$ cat config.mk
export PLATFORM = sky130hd
export DESIGN_NAME = seven_seg_scan_ctrl_flat
export DESIGN_NICKNAME = d
export VERILOG_FILES = /design/src/rtl/seven_seg_if.sv /design/src/rtl/seven_seg_scan_ctrl.sv /design/src/flat_wrapper.sv
export SDC_FILE = /design/constraint.sdc
export NUM_CORES = 1
export LEC_CHECK = 0
export BUFFER_PORTS_ARGS = -buffer_cell sky130_fd_sc_hd__buf_4
export CAP_MARGIN = 40
export CORE_AREA = 2 2 115 83
export DETAILED_ROUTE_END_ITERATION = 6
export DIE_AREA = 0 0 117 85
export HOLD_SLACK_MARGIN = 0.08
export PLACE_DENSITY_LB_ADDON = 0.2
export SLEW_MARGIN = 20
export SYNTH_ARGS = -nofsm -noshare
export SYNTH_HDL_FRONTEND = slang
export SYNTH_SLANG_ARGS = --single-unit
$ cat constraint.sdc
create_clock -name clk -period 4.85 [get_ports clk]
set_clock_uncertainty 0.05 [all_clocks]
set_input_delay 0.7275 -clock clk [delete_from_list [all_inputs] [get_ports clk]]
set_output_delay 0.7275 -clock clk [all_outputs]
set_load 0.02 [all_outputs]
$ cat src/rtl/seven_seg_if.sv
// Scan controller bus: digit register write port plus multiplexed display outputs.
interface seven_seg_if;
  logic       i_en;
  logic       i_wr_en;
  logic [1:0] i_wr_addr;
  logic [4:0] i_wr_data;
  logic [6:0] o_seg;
  logic       o_dp;
  logic [3:0] o_dig;
  logic       o_frame;

  modport master (
    output i_en, i_wr_en, i_wr_addr, i_wr_data,
    input  o_seg, o_dp, o_dig, o_frame
  );

  modport slave (
    input  i_en, i_wr_en, i_wr_addr, i_wr_data,
    output o_seg, o_dp, o_dig, o_frame
  );
endinterface

$ cat src/rtl/seven_seg_scan_ctrl.sv
// Four-digit multiplexed 7-segment scan controller with blanking gaps between digits.
// Optional leading-zero blanking is enabled by defining SEVEN_SEG_LZ_BLANK_EN.
module seven_seg_scan_ctrl #(
  parameter int unsigned DWELL_CYCLES = 4000,
  parameter int unsigned BLANK_CYCLES = 64
) (
  input  logic       clk,
  input  logic       rst,
  seven_seg_if.slave bus
);

  localparam int unsigned CNT_MAX = (DWELL_CYCLES > BLANK_CYCLES) ? DWELL_CYCLES : BLANK_CYCLES;
  localparam int unsigned CNT_W   = (CNT_MAX > 1) ? $clog2(CNT_MAX) : 1;
  localparam logic [CNT_W-1:0] DWELL_LOAD = CNT_W'(DWELL_CYCLES - 1);
  localparam logic [CNT_W-1:0] BLANK_LOAD = CNT_W'(BLANK_CYCLES - 1);

  typedef enum logic [1:0] {ST_OFF, ST_BLANK, ST_DRIVE} state_e;

  state_e           state_q, state_d;
  logic [CNT_W-1:0] cnt_q, cnt_d;
  logic [1:0]       idx_q, idx_d;
  logic [4:0]       shadow_q, shadow_d;
  logic [3:0][4:0]  regs_q, regs_d;
  logic [6:0]       seg_q, seg_d;
  logic             dp_q, dp_d;
  logic [3:0]       dig_q, dig_d;
  logic             frame_q, frame_d;

  function automatic logic [6:0] hex_to_seg(input logic [3:0] v);
    case (v)
      4'h0: hex_to_seg = 7'b0111111;
      4'h1: hex_to_seg = 7'b0000110;
      4'h2: hex_to_seg = 7'b1011011;
      4'h3: hex_to_seg = 7'b1001111;
      4'h4: hex_to_seg = 7'b1100110;
      4'h5: hex_to_seg = 7'b1101101;
      4'h6: hex_to_seg = 7'b1111101;
      4'h7: hex_to_seg = 7'b0000111;
      4'h8: hex_to_seg = 7'b1111111;
      4'h9: hex_to_seg = 7'b1101111;
      4'hA: hex_to_seg = 7'b1110111;
      4'hB: hex_to_seg = 7'b1111100;
      4'hC: hex_to_seg = 7'b0111001;
      4'hD: hex_to_seg = 7'b1011110;
      4'hE: hex_to_seg = 7'b1111001;
      default: hex_to_seg = 7'b1110001;
    endcase
  endfunction

`ifdef SEVEN_SEG_LZ_BLANK_EN
  logic lz_q, lz_d;
  logic lz_hit_c;

  // A zero digit goes dark only when every higher digit is also zero; digit 0 never blanks.
  always_comb begin
    lz_hit_c = (idx_q != 2'd0) && (regs_q[idx_q] == 5'd0);
    for (int i = 1; i < 4; i++) begin
      if ((i > int'(idx_q)) && (regs_q[2'(i)] != 5'd0)) lz_hit_c = 1'b0;
    end
  end
`endif

  always_comb begin
    state_d  = state_q;
    cnt_d    = cnt_q;
    idx_d    = idx_q;
    shadow_d = shadow_q;
    regs_d   = regs_q;
    seg_d    = seg_q;
    dp_d     = dp_q;
    dig_d    = dig_q;
    frame_d  = 1'b0;
`ifdef SEVEN_SEG_LZ_BLANK_EN
    lz_d     = lz_q;
`endif

    if (bus.i_wr_en) regs_d[bus.i_wr_addr] = bus.i_wr_data;

    if (!bus.i_en) begin
      state_d = ST_OFF;
      cnt_d   = '0;
      idx_d   = 2'd0;
      seg_d   = '0;
      dp_d    = 1'b0;
      dig_d   = '0;
    end else begin
      case (state_q)
        ST_OFF: begin
          state_d = ST_BLANK;
          cnt_d   = BLANK_LOAD;
          seg_d   = '0;
          dp_d    = 1'b0;
          dig_d   = '0;
        end
        ST_BLANK: begin
          if (cnt_q == '0) begin
            // Snapshot the digit so writes during its dwell cannot glitch the display.
            state_d  = ST_DRIVE;
            cnt_d    = DWELL_LOAD;
            shadow_d = regs_q[idx_q];
            seg_d    = hex_to_seg(regs_q[idx_q][3:0]);
            dp_d     = regs_q[idx_q][4];
            dig_d    = 4'b0001 << idx_q;
`ifdef SEVEN_SEG_LZ_BLANK_EN
            lz_d     = lz_hit_c;
            if (lz_hit_c) seg_d = '0;
`endif
          end else begin
            cnt_d = cnt_q - CNT_W'(1);
          end
        end
        ST_DRIVE: begin
          if (cnt_q == '0) begin
            state_d = ST_BLANK;
            cnt_d   = BLANK_LOAD;
            idx_d   = idx_q + 2'd1;
            frame_d = (idx_q == 2'd3);
            seg_d   = '0;
            dp_d    = 1'b0;
            dig_d   = '0;
          end else begin
            cnt_d = cnt_q - CNT_W'(1);
            seg_d = hex_to_seg(shadow_q[3:0]);
            dp_d  = shadow_q[4];
`ifdef SEVEN_SEG_LZ_BLANK_EN
            if (lz_q) seg_d = '0;
`endif
          end
        end
        default: begin
          state_d = ST_OFF;
          seg_d   = '0;
          dp_d    = 1'b0;
          dig_d   = '0;
        end
      endcase
    end
  end

  always_ff @(posedge clk or posedge rst) begin
    if (rst) begin
      state_q  <= ST_OFF;
      cnt_q    <= '0;
      idx_q    <= 2'd0;
      shadow_q <= '0;
      regs_q   <= '0;
      seg_q    <= '0;
      dp_q     <= 1'b0;
      dig_q    <= '0;
      frame_q  <= 1'b0;
`ifdef SEVEN_SEG_LZ_BLANK_EN
      lz_q     <= 1'b0;
`endif
    end else begin
      state_q  <= state_d;
      cnt_q    <= cnt_d;
      idx_q    <= idx_d;
      shadow_q <= shadow_d;
      regs_q   <= regs_d;
      seg_q    <= seg_d;
      dp_q     <= dp_d;
      dig_q    <= dig_d;
      frame_q  <= frame_d;
`ifdef SEVEN_SEG_LZ_BLANK_EN
      lz_q     <= lz_d;
`endif
    end
  end

  assign bus.o_seg   = seg_q;
  assign bus.o_dp    = dp_q;
  assign bus.o_dig   = dig_q;
  assign bus.o_frame = frame_q;

endmodule

$ cat src/flat_wrapper.sv
// flat-port wrapper written by rule: the top's interface ports become plain ports
module seven_seg_scan_ctrl_flat 
#(
  parameter int unsigned DWELL_CYCLES = 4000,
  parameter int unsigned BLANK_CYCLES = 64
)
  (clk, rst, bus_i_en, bus_i_wr_en, bus_i_wr_addr, bus_i_wr_data, bus_o_seg, bus_o_dp, bus_o_dig, bus_o_frame);
  seven_seg_if bus_i ();
  input  logic clk;
  input  logic rst;
  input wire logic [$bits(bus_i.i_en)-1:0] bus_i_en;
  input wire logic [$bits(bus_i.i_wr_en)-1:0] bus_i_wr_en;
  input wire logic [$bits(bus_i.i_wr_addr)-1:0] bus_i_wr_addr;
  input wire logic [$bits(bus_i.i_wr_data)-1:0] bus_i_wr_data;
  output wire logic [$bits(bus_i.o_seg)-1:0] bus_o_seg;
  output wire logic [$bits(bus_i.o_dp)-1:0] bus_o_dp;
  output wire logic [$bits(bus_i.o_dig)-1:0] bus_o_dig;
  output wire logic [$bits(bus_i.o_frame)-1:0] bus_o_frame;
  assign bus_i.i_en = bus_i_en;
  assign bus_i.i_wr_en = bus_i_wr_en;
  assign bus_i.i_wr_addr = bus_i_wr_addr;
  assign bus_i.i_wr_data = bus_i_wr_data;
  assign bus_o_seg = bus_i.o_seg;
  assign bus_o_dp = bus_i.o_dp;
  assign bus_o_dig = bus_i.o_dig;
  assign bus_o_frame = bus_i.o_frame;
  seven_seg_scan_ctrl #(.DWELL_CYCLES(DWELL_CYCLES), .BLANK_CYCLES(BLANK_CYCLES)) u_core (.clk(clk), .rst(rst), .bus(bus_i));
endmodule
; Word level (Yosys, flattened, before mapping)
; Memory sizes are Yosys's and may differ from the RTL's.
; Cells that the tools add are included.
; Widths: inputs -> output; s select.
[op_classes]
eq_ne = 8
add_sub_neg = 2
n_shift = 1
n_reduce_logical = 6
mux = 31
order_cmp = 3
[op_table]
columns = cell, n
row1 = $mux 12, 3
row2 = $pmux 12 s3, 1
row3 = $mux 7, 3
row4 = $bwmux 20, 1
row5 = $pmux 7 s2, 1
row6 = $logic_not 12->1, 1
row7 = $mux 2, 6
row8 = $mux 4, 3
row9 = $sub 12x1->12 const B, 1
row10 = $bmux 5 s2, 1
row11 = $demux 5 s2, 1
row12 = $mux 5, 2
row13 = $pmux 4 s2, 1
row14 = $lt 2x3->1 const B, 2
row15 = $mux 1, 6
row16 = $ne 3x2->1 const B, 2
row17 = $pmux 2 s3, 1
row18 = $eq 2x2->1 const B, 2
row19 = $ne 2x1->1 const B, 2
row20 = $ne 4x1->1 const B, 1
row21 = $reduce_and 2->1, 2
row22 = $shl 1x2->4 const A, 1
row23 = $reduce_and 3->1, 1
row24 = $add 2x1->2 const B, 1
row25 = other kinds (5), 5
[totals]
mem_bits_ro = 224
memories = 2
output_inout_bits = 13
in_bits = 11
regBits = 54
[memory_table]
columns = memory, depth, word_bits, read_ports, rd_clocked_by_memory_dff, wr, line
row1 = (no name shown), 16, 7, 1, 0, 0, seven_seg_scan_ctrl.sv:30  ; case (v)
row2 = (no name shown), 16, 7, 1, 0, 0, seven_seg_scan_ctrl.sv:30

; Longest topological paths before layout
; Gate-level depths: netlist of the first run.
; An unclocked memory read counts as a cell.
[depth]
depth_word = 6
depth_mapped = 8
depth_no_buf = 7

; Worst setup path after synthesis of the first run
; OpenSTA, ideal clock, no wires.
[synth_timing]
path_kind = reg-to-reg
startpoint = register u_core.cnt_q[0]
endpoint = register u_core.shadow_q[2]
setup_time_ps = 125
stages_incl_launch_ff = 8
synth_period_minus_slack_ps = 2127
slack_ps = 2723
arrival_time_ps = 1951
path_cell_list = dfrtp_1 > inv_1 > ha_1 > or3b_2 > clkbuf_1 > nor3_4 > nand2_4 > mux2_4
[synth_via]
elab_chain_cells = 2
[synth_rtl]
columns = item, line
row1 = "start, declared", seven_seg_scan_ctrl.sv:20  ; logic [CNT_W-1:0] cnt_q, cnt_d;
row2 = "start signal, assigned", seven_seg_scan_ctrl.sv:156  ; cnt_q <= cnt_d;
row3 = $logic_not 12->1, seven_seg_scan_ctrl.sv:96  ; if (cnt_q == '0) begin
row4 = $reduce_and 3->1 (no line), -
row5 = "end signal, assigned", seven_seg_scan_ctrl.sv:158  ; shadow_q <= shadow_d;
row6 = "end, declared", seven_seg_scan_ctrl.sv:22  ; logic [4:0] shadow_q, shadow_d;
; No other way between the ends.
; A chain may end at the register's enable or synchronous reset.

; Worst setup path in the final report of the first run
[layout_timing]
startpoint = register u_core.state_q[1]
endpoint = register u_core.seg_q[3] (netlist: u_core.bus.o_seg[3])
[layout_via]
elab_chain_cells = 3
word_cells_on_any_way = 5
classes_between = 3 x eq/ne / 2 x mux
[layout_rtl]
columns = item, line
row1 = "start, declared", seven_seg_scan_ctrl.sv:19  ; state_e state_q, state_d;
row2 = "start signal, assigned", seven_seg_scan_ctrl.sv:155  ; state_q <= state_d;
row3 = $eq 2x2->1 / $eq 2x1->1 (equally long branches), seven_seg_scan_ctrl.sv:87  ; case (state_q)
row4 = $pmux 7 s2, seven_seg_scan_ctrl.sv:87
row5 = $mux 7, seven_seg_scan_ctrl.sv:79  ; if (!bus.i_en) begin
row6 = "end signal, assigned", seven_seg_scan_ctrl.sv:160  ; seg_q <= seg_d;
row7 = "end, declared", seven_seg_scan_ctrl.sv:24  ; logic [6:0] seg_q, seg_d;
; Several ways; a longest one is shown, not always the timed one.

==> results of run 1 <==
## routing by layer
layer,up-vias,part of all wire,GRT usage
li1,1283,-,-
met1,1309,0.53,0.2935
met2,79,0.41,0.2428
met3,5,0.053,0.03214
met4,0,0.0063,0.03850
met5,-,0,0
## per-stage QoR
stage                     instance area [um2]  power [uW]  std cells
after floorplan                          3455        1169        331
after global placement                   3706        1341        459
after detailed placement                 3711        1344        460
after CTS                                3910        1831        468
after global routing                     3910        1951        468
final                                    3910        1832        468
## logic make-up after synthesis
kind of cell,after synthesis,share of synthesized area
compound gates,81,0.1695
xor+xnor,3,0.007607
fa+ha+maj,22,0.07968
buf+inv,38,0.04491
flops,54,0.3912
mux,39,0.1478
simple gates,94,0.1594
## placed cells by master, fill, tap and decap left out, types with 4 or more instances in the layout
| master | instances |
|---|---|
| o2111ai_1 | 5 |
| o221ai_1 | 4 |
| mux4_2 | 6 |
| ha_1 | 22 |
| mux2_2 | 24 |
| nor3_1 | 9 |
| a211oi_1 | 5 |
| nor2b_1 | 7 |
| clkbuf_16 | 5 |
| dfrtp_1 | 54 |
| nor2_1 | 4 |
| nand3_1 | 11 |
| nand2_1 | 20 |
| o211ai_1 | 5 |
| nor4_1 | 5 |
| or4_1 | 4 |
| inv_1 | 16 |
| o21ai_0 | 17 |
| a21oi_1 | 8 |
| mux2i_1 | 6 |
| buf_4 | 25 |
| a32oi_1 | 7 |
| nand2b_1 | 7 |
| o31ai_1 | 8 |
## critical path, cell delays in order (launching register included)
cell	delay, ns
dfrtp_1	0.42
inv_1	0.09
ha_1	0.65
nand2_1	0.28
a31oi_1	0.71
nand2_1	0.13
a32oi_1	0.19
## registers in the layout, summed over array words and instances (netlist names)
signal,cells
u_core.bus.o_dig,4
u_core.bus.o_dp,1
u_core.state_q,2
u_core.idx_q,2
u_core.shadow_q,5
u_core.bus.o_frame,1
u_core.regs_q,20
u_core.bus.o_seg,7
u_core.cnt_q,12
## cell usage after synthesis, types with 5 or more instances
| cell | count |
|---|---|
| mux2_2 | 24 |
| mux2i_1 | 6 |
| inv_1 | 17 |
| dfrtp_1 | 54 |
| mux4_2 | 6 |
| nor3_1 | 9 |
| nor2b_1 | 7 |
| nand2_1 | 20 |
| nand3_1 | 11 |
| a211oi_1 | 5 |
| clkbuf_1 | 16 |
| o2111ai_1 | 5 |
| o211ai_1 | 5 |
| a32oi_1 | 7 |
| o31ai_1 | 8 |
| ha_1 | 22 |
| a21oi_1 | 8 |
| nand2b_1 | 7 |
| o21ai_0 | 17 |
| nor4_1 | 5 |
## worst max-delay path by stage
stage	start	to	slack, ns	cells past startpoint
after floorplan	u_core.cnt_q[0]	u_core.shadow_q[2]	2.72	7
after CTS	u_core.state_q[1]	u_core.bus.o_seg[3]	2.29	6
after detailed placement	u_core.state_q[1]	u_core.bus.o_seg[3]	2.31	6
after global routing	u_core.cnt_q[2]	u_core.bus.o_seg[6]	1.98	4
after global placement	u_core.state_q[1]	u_core.bus.o_seg[0]	2.25	6
final	u_core.state_q[1]	u_core.bus.o_seg[3]	2.23	6
## power by group through the flow
| stage | Sequential, uW | Combinational [uW] | Clock (uW) |
|---|---|---|---|
| 2_1_floorplan | 602 | 568 | 0 |
| 3_3_place_gp | 635 | 706 | 0 |
| 3_5_place_dp | 640 | 704 | 0 |
| 4_1_cts | 633 | 711 | 487 |
| 5_1_grt | 650 | 795 | 506 |
| 6_report | 635 | 718 | 478 |
## cell type report
class / count / area [um2] / area share
clock buffers: 6 / 138.9 / 0.03552
repair buffers: 26 / 192.7 / 0.04928
clock inverters: 2 / 60.06 / 0.01536
multi-input cells: 239 / 1948 / 0.4982
inverters: 17 / 63.81 / 0.01632
well taps: 124 / 155.1 / 0.03968
flip-flops and latches: 54 / 1351 / 0.3456
==> impl_metrics.toml, run 1 <==
[run_status]
outcome = "finished, final reports clean"

[clock_network]
cts_setup_buffers = 0
cts_htree_levels = 2
clk_latency_ns = 0.29
cts_tree = "done"
cts.sinks = 54
clockRootBuffer = "clkbuf_16"
clk_pin_slew_ns = 0.07
clockBufferDepth = 2
ctsResizeCount = 0
postCtsHoldBufs = 0
cts_made_buffers = 5

[run]
max-cap-violations = 0

[final_layout]
fin_util = 0.4398
nFillCells = 852
diodes = 0
syn_to_final_growth_pct = 13.18
layout-drive-gt1-share = 0.2326
final_nets = 376

[grt]
grt_use_total = 0.1792
antenna_found_initial = 0
grt_pass1_wl_um = 13830
overflow = 0
grt_max_degree = 55
grt_pass1_vias = 2550

[synth]
async_reset_ff_frac = 1.000
synth_flop_cell = "dfrtp_1"
syn-instance-count = 331
yosysWarnings = 0
syn_nets = 364
syn_area_um2 = 3455
ys_seq_area_frac = 0.3912
synth-seq-cells = 54
synth_edf_count = 0
postSynthAreaPerCell_um2 = 10.44
synth_top_area_cell = "dfrtp_1"
yosys-top-cells-area = "dfrtp_1 (39%), ha_1 (8.0%), mux2_2 (7.8%)"
ys_types = 54
synth_top_area_share = 0.3912

[power_and_ir_drop]
comb_power_share = 0.392
powerDensity_nw_per_um2 = 468.4
seq_power_share = 0.347
peakVddDrop_uv = 155.5
leakage_uw = 0.001685
switching_share = 0.3779
p_switching_uw = 692.1
cell_internal_pwr_uw = 1140
p_clk_frac = 0.261

[timing]
period_needed_ns = 2.622
period_share = 0.5405
fmax_ghz = 0.3815
relSlewSlack = 0.4293
tns_ns = 0
fin_ws_ns = 2.228
hold-worst-slack_ns = 0.4537
tightestPinTransition_ns = 0.8520
maxSlewViolCount = 0
setup_viol = 0
final_hold_viol_count = 0
rsz0062_at_grt = "false"

[critical_path]
r2r_end = "u_core.bus.o_seg[3]"
r2r_start = "u_core.state_q[1]"
cp-end-kind = "flop"
worstPathRequired_ns = 5.01
rr_worst_depth = 6
cp-start-kind = "flop"
r2r_setup_slack_ns = 2.23
crit_fanout = 22
worstSetupPathType = "reg2reg"
cp.arrival_ns = 2.78

[worst_hold_path]
hold_depth = 2
hp-start = "u_core.bus.o_dp"
holdPathEnd = "u_core.bus.o_dp"
hold_path.class = "reg2reg"

[floorplan]
start_util = 0.3886
die_x_um = 117
io_pins = 24
core_um2 = 8890
die_h_um = 85
num_rows = 29
dieArea_um2 = 9945

[drt]
avgRoutedWirePerCell_um = 17.61
first_iter_violations = 220
vias_per_cell = 5.718
drc = 0
vias = 2676
ant_nets = 0
first_pass_iters = 5
drt_wl_total_um = 8241

[place]
dp_slack_ns = 2.313
place_congestion = 0.8098
port_buffers = 23
dp_hpwl_um = 5948
Power figures use the tool's default switching activity.
==> run 2, diff against run 1 <==
--- a/config.mk
+++ b/config.mk
@@ -5,11 +5,12 @@
 export SDC_FILE = /design/constraint.sdc
 export NUM_CORES = 1
 export LEC_CHECK = 0
+export ABC_AREA = 1
 export BUFFER_PORTS_ARGS = -buffer_cell sky130_fd_sc_hd__buf_4
 export CAP_MARGIN = 40
-export CORE_AREA = 2 2 115 83
+export CORE_AREA = 2 2 114 83
 export DETAILED_ROUTE_END_ITERATION = 6
-export DIE_AREA = 0 0 117 85
+export DIE_AREA = 0 0 116 85
 export HOLD_SLACK_MARGIN = 0.08
 export PLACE_DENSITY_LB_ADDON = 0.2
 export SLEW_MARGIN = 20
==> constraint.sdc (replaced) <==
create_clock -name clk -period 2.7 [get_ports clk]
set_clock_uncertainty 0.05 [all_clocks]
set_input_delay 0.405 -clock clk [delete_from_list [all_inputs] [get_ports clk]]
set_output_delay 0.405 -clock clk [all_outputs]
set_load 0.02 [all_outputs]
==> impl_metrics.toml, run 2 <==
[place]
port_buffers = 23
placed_area_um2 = 3672
dp_hpwl_um = 5913
place_congestion = 0.8349

[synth]
syn-instance-count = 444
synth_edf_count = 0
synth.most_common_cell = "nand2_1"
async_reset_ff_frac = 1.000
synth_common_cells = "nand2_1 (139), dfrtp_1 (54), o21ai_0 (46)"
postSynthAreaPerCell_um2 = 7.648
syn_nets = 477
ys_seq_area_frac = 0.3979
yosys-top-cells-area = "dfrtp_1 (40%), nand2_1 (15%), ha_1 (8.1%)"
ys_types = 33
synth_top_area_cell = "dfrtp_1"
synth_flop_cell = "dfrtp_1"
synth_top_area_share = 0.3979
synth-seq-cells = 54
yosysWarnings = 0
syn_area_um2 = 3396

[critical_path]
worstSetupPathType = "reg2reg"
crit_slowest_cell = "dfrtp_1"
r2r_start = "u_core.idx_q[0]"
cpPeakStageDelay_ns = 0.59
crit_chain = "inv_2, nand2_1, nand3_1, nand2_1, inv_1, ha_1, inv_1, nand3_1, nor2_1, o21ai_1, nand2_1, nand2_1"
cp_top_family = "simple AND/OR/NAND/NOR gates"
cpMostUsedCell = "nand2_1"
crit_fanout = 14
crit_buf_inv = 3
cp-start-kind = "flop"
crit_cells = 12
rr_worst_depth = 12
cp-end-kind = "flop"
cp.arrival_ns = 2.32
startpoint = "u_core.idx_q[0]"
worstPathRequired_ns = 2.84

[final_layout]
largest_reg_flops = 20
final_common_cell = "nand2_1"
layout_common_cells = "nand2_1 (139), dfrtp_1 (54), o21ai_0 (46)"
syn_to_final_growth_pct = 13.01
design_area_um2 = 3837
layout-drive-gt1-share = 0.1380
fin_util = 0.4370
diodes = 0
largest_register = "u_core.regs_q"
final_nets = 503

[grt]
busiest_layer = "met1"
grt_pass1_wl_um = 13320
grt_use_met2 = 0.2376
overflow = 0
antenna_found_initial = 0
grt_pass1_vias = 2676
grt_util_met3 = 0.03286
grt_max_degree = 23
groute.layer.met1.usage = 0.2702
grt_use_total = 0.1715

[clock_network]
postCtsHoldBufs = 1
cts_made_buffers = 5
ctsResizeCount = 0
cts.sinks = 54
clk_pin_slew_ns = 0.07
clockRootBuffer = "clkbuf_16"
cts_htree_levels = 2
cts_setup_buffers = 0
clk_latency_ns = 0.30
cts_tree = "done"
clockBufferDepth = 2

[power_and_ir_drop]
p_total_uw = 3371
cell_internal_pwr_uw = 1868
p_clk_frac = 0.203
p_switching_uw = 1503
seq_power_share = 0.346
comb_power_share = 0.451
leakage_uw = 0.001934
switching_share = 0.4458
powerDensity_nw_per_um2 = 878.5
peakVddDrop_uv = 225.8

[drt]
first_pass_iters = 4
ant_nets = 0
vias_per_cell = 4.852
drc = 0
first_iter_violations = 125
drt_wl_total_um = 7727
vias = 2887
avgRoutedWirePerCell_um = 12.99

[floorplan]
io_pins = 24
core_um2 = 8781
dieArea_um2 = 9860
die_x_um = 116
start_util = 0.3867
num_rows = 29
die_h_um = 85

[timing]
tightestPinTransition_ns = 0.4298
tns_ns = 0
period_share = 0.8075
rsz0062_at_grt = "false"
maxSlewViolCount = 0
fmax_ghz = 0.4586
setup_viol = 0
period_needed_ns = 2.180
relSlewSlack = 0.7135
final_hold_viol_count = 0

[worst_hold_path]
hold_path.class = "in2reg"
hp-start = "bus_i_wr_data[2]"
hold_depth = 3

[run]
max-cap-violations = 0

[run_status]
outcome = "finished, final reports clean"
[run 2: cell types whose count changed after synthesis, sizes merged, moves of 7 or more]
cell / before / now
nor2b: 7 / 0
nand3: 11 / 39
nand2b: 7 / 0
nand2: 21 / 148
o31ai: 8 / 0
nor2: 4 / 41
inv: 17 / 46
o21ai: 19 / 53
clkbuf: 16 / 0
mux2: 27 / 0
a32oi: 7 / 0
[run 2: power groups by stage]
stage          Clock [uW]  Combinational, uW  Sequential, uW
3_3_place_gp            0               1500            1180
3_5_place_dp            0               1520            1180
2_1_floorplan           0               1200            1150
6_report              684               1520            1170
4_1_cts               706               1520            1160
5_1_grt               738               1740            1200
[run 2: worst paths after layout]
kind / end / slack [ns]
worst max-delay path: u_core.bus.o_seg[2] / 0.52
worst min-delay path: u_core.regs_q[12] / 0.37
worst max register to register: u_core.bus.o_seg[2] / 0.52
worst min register to register: u_core.bus.o_dig[2] / 0.43
max in group asynchronous: u_core.bus.o_seg[0] / 1.42
min in group asynchronous: u_core.regs_q[8] / 0.57
[run 2: per-layer routing]
layer	wire [um]	up-vias
li1	-	1494
met5	0	-
met4	79	0
met2	3131	62
met1	4196	1327
met3	319	4
[run 2: cell type report]
cell class                      instances  area, um2
Fill cell                             923       4943
Clock buffer                            6      138.9
Timing Repair Buffer                   26      197.7
Clock inverter                          2      16.27
Tap cell                              124      155.1
Inverter                               48      183.9
Sequential cell                        54       1351
Multi-Input combinational cell        335       1794
[run 2: kinds of logic (layout without fill, tap and decap cells)]
kind of cell               Yosys count  after routing  share of synthesized area
and+or+nand+nor                    238            238                     0.3209
DFF                                 54             54                     0.3979
xor gates and xnor gates             5              5                    0.01290
adders and majority gates           22             22                    0.08106
AOI/OAI and AO/OA                   70             70                     0.1135
buffers and inverters               55             82                    0.07369
[run 2: metrics by stage]
| step | instances | worst slack (ns) | hold WS [ns] |
|---|---|---|---|
| finish | 595 | 0.5196 | 0.3691 |
| global route | 595 | 0.2538 | 0.3860 |
| CTS | 595 | 0.5314 | 0.3674 |
| detailed placement | 586 | 0.5559 | 0.3496 |
| global placement | 586 | 0.6606 | 0.3483 |
| floorplan | 444 | 0.9167 | 0.3978 |
[run 2: worst min-delay path: cells and delay by family]
family / cells / cell delay (ns)
compound gates: 1 / 0.15
buf+inv: 2 / 0.12
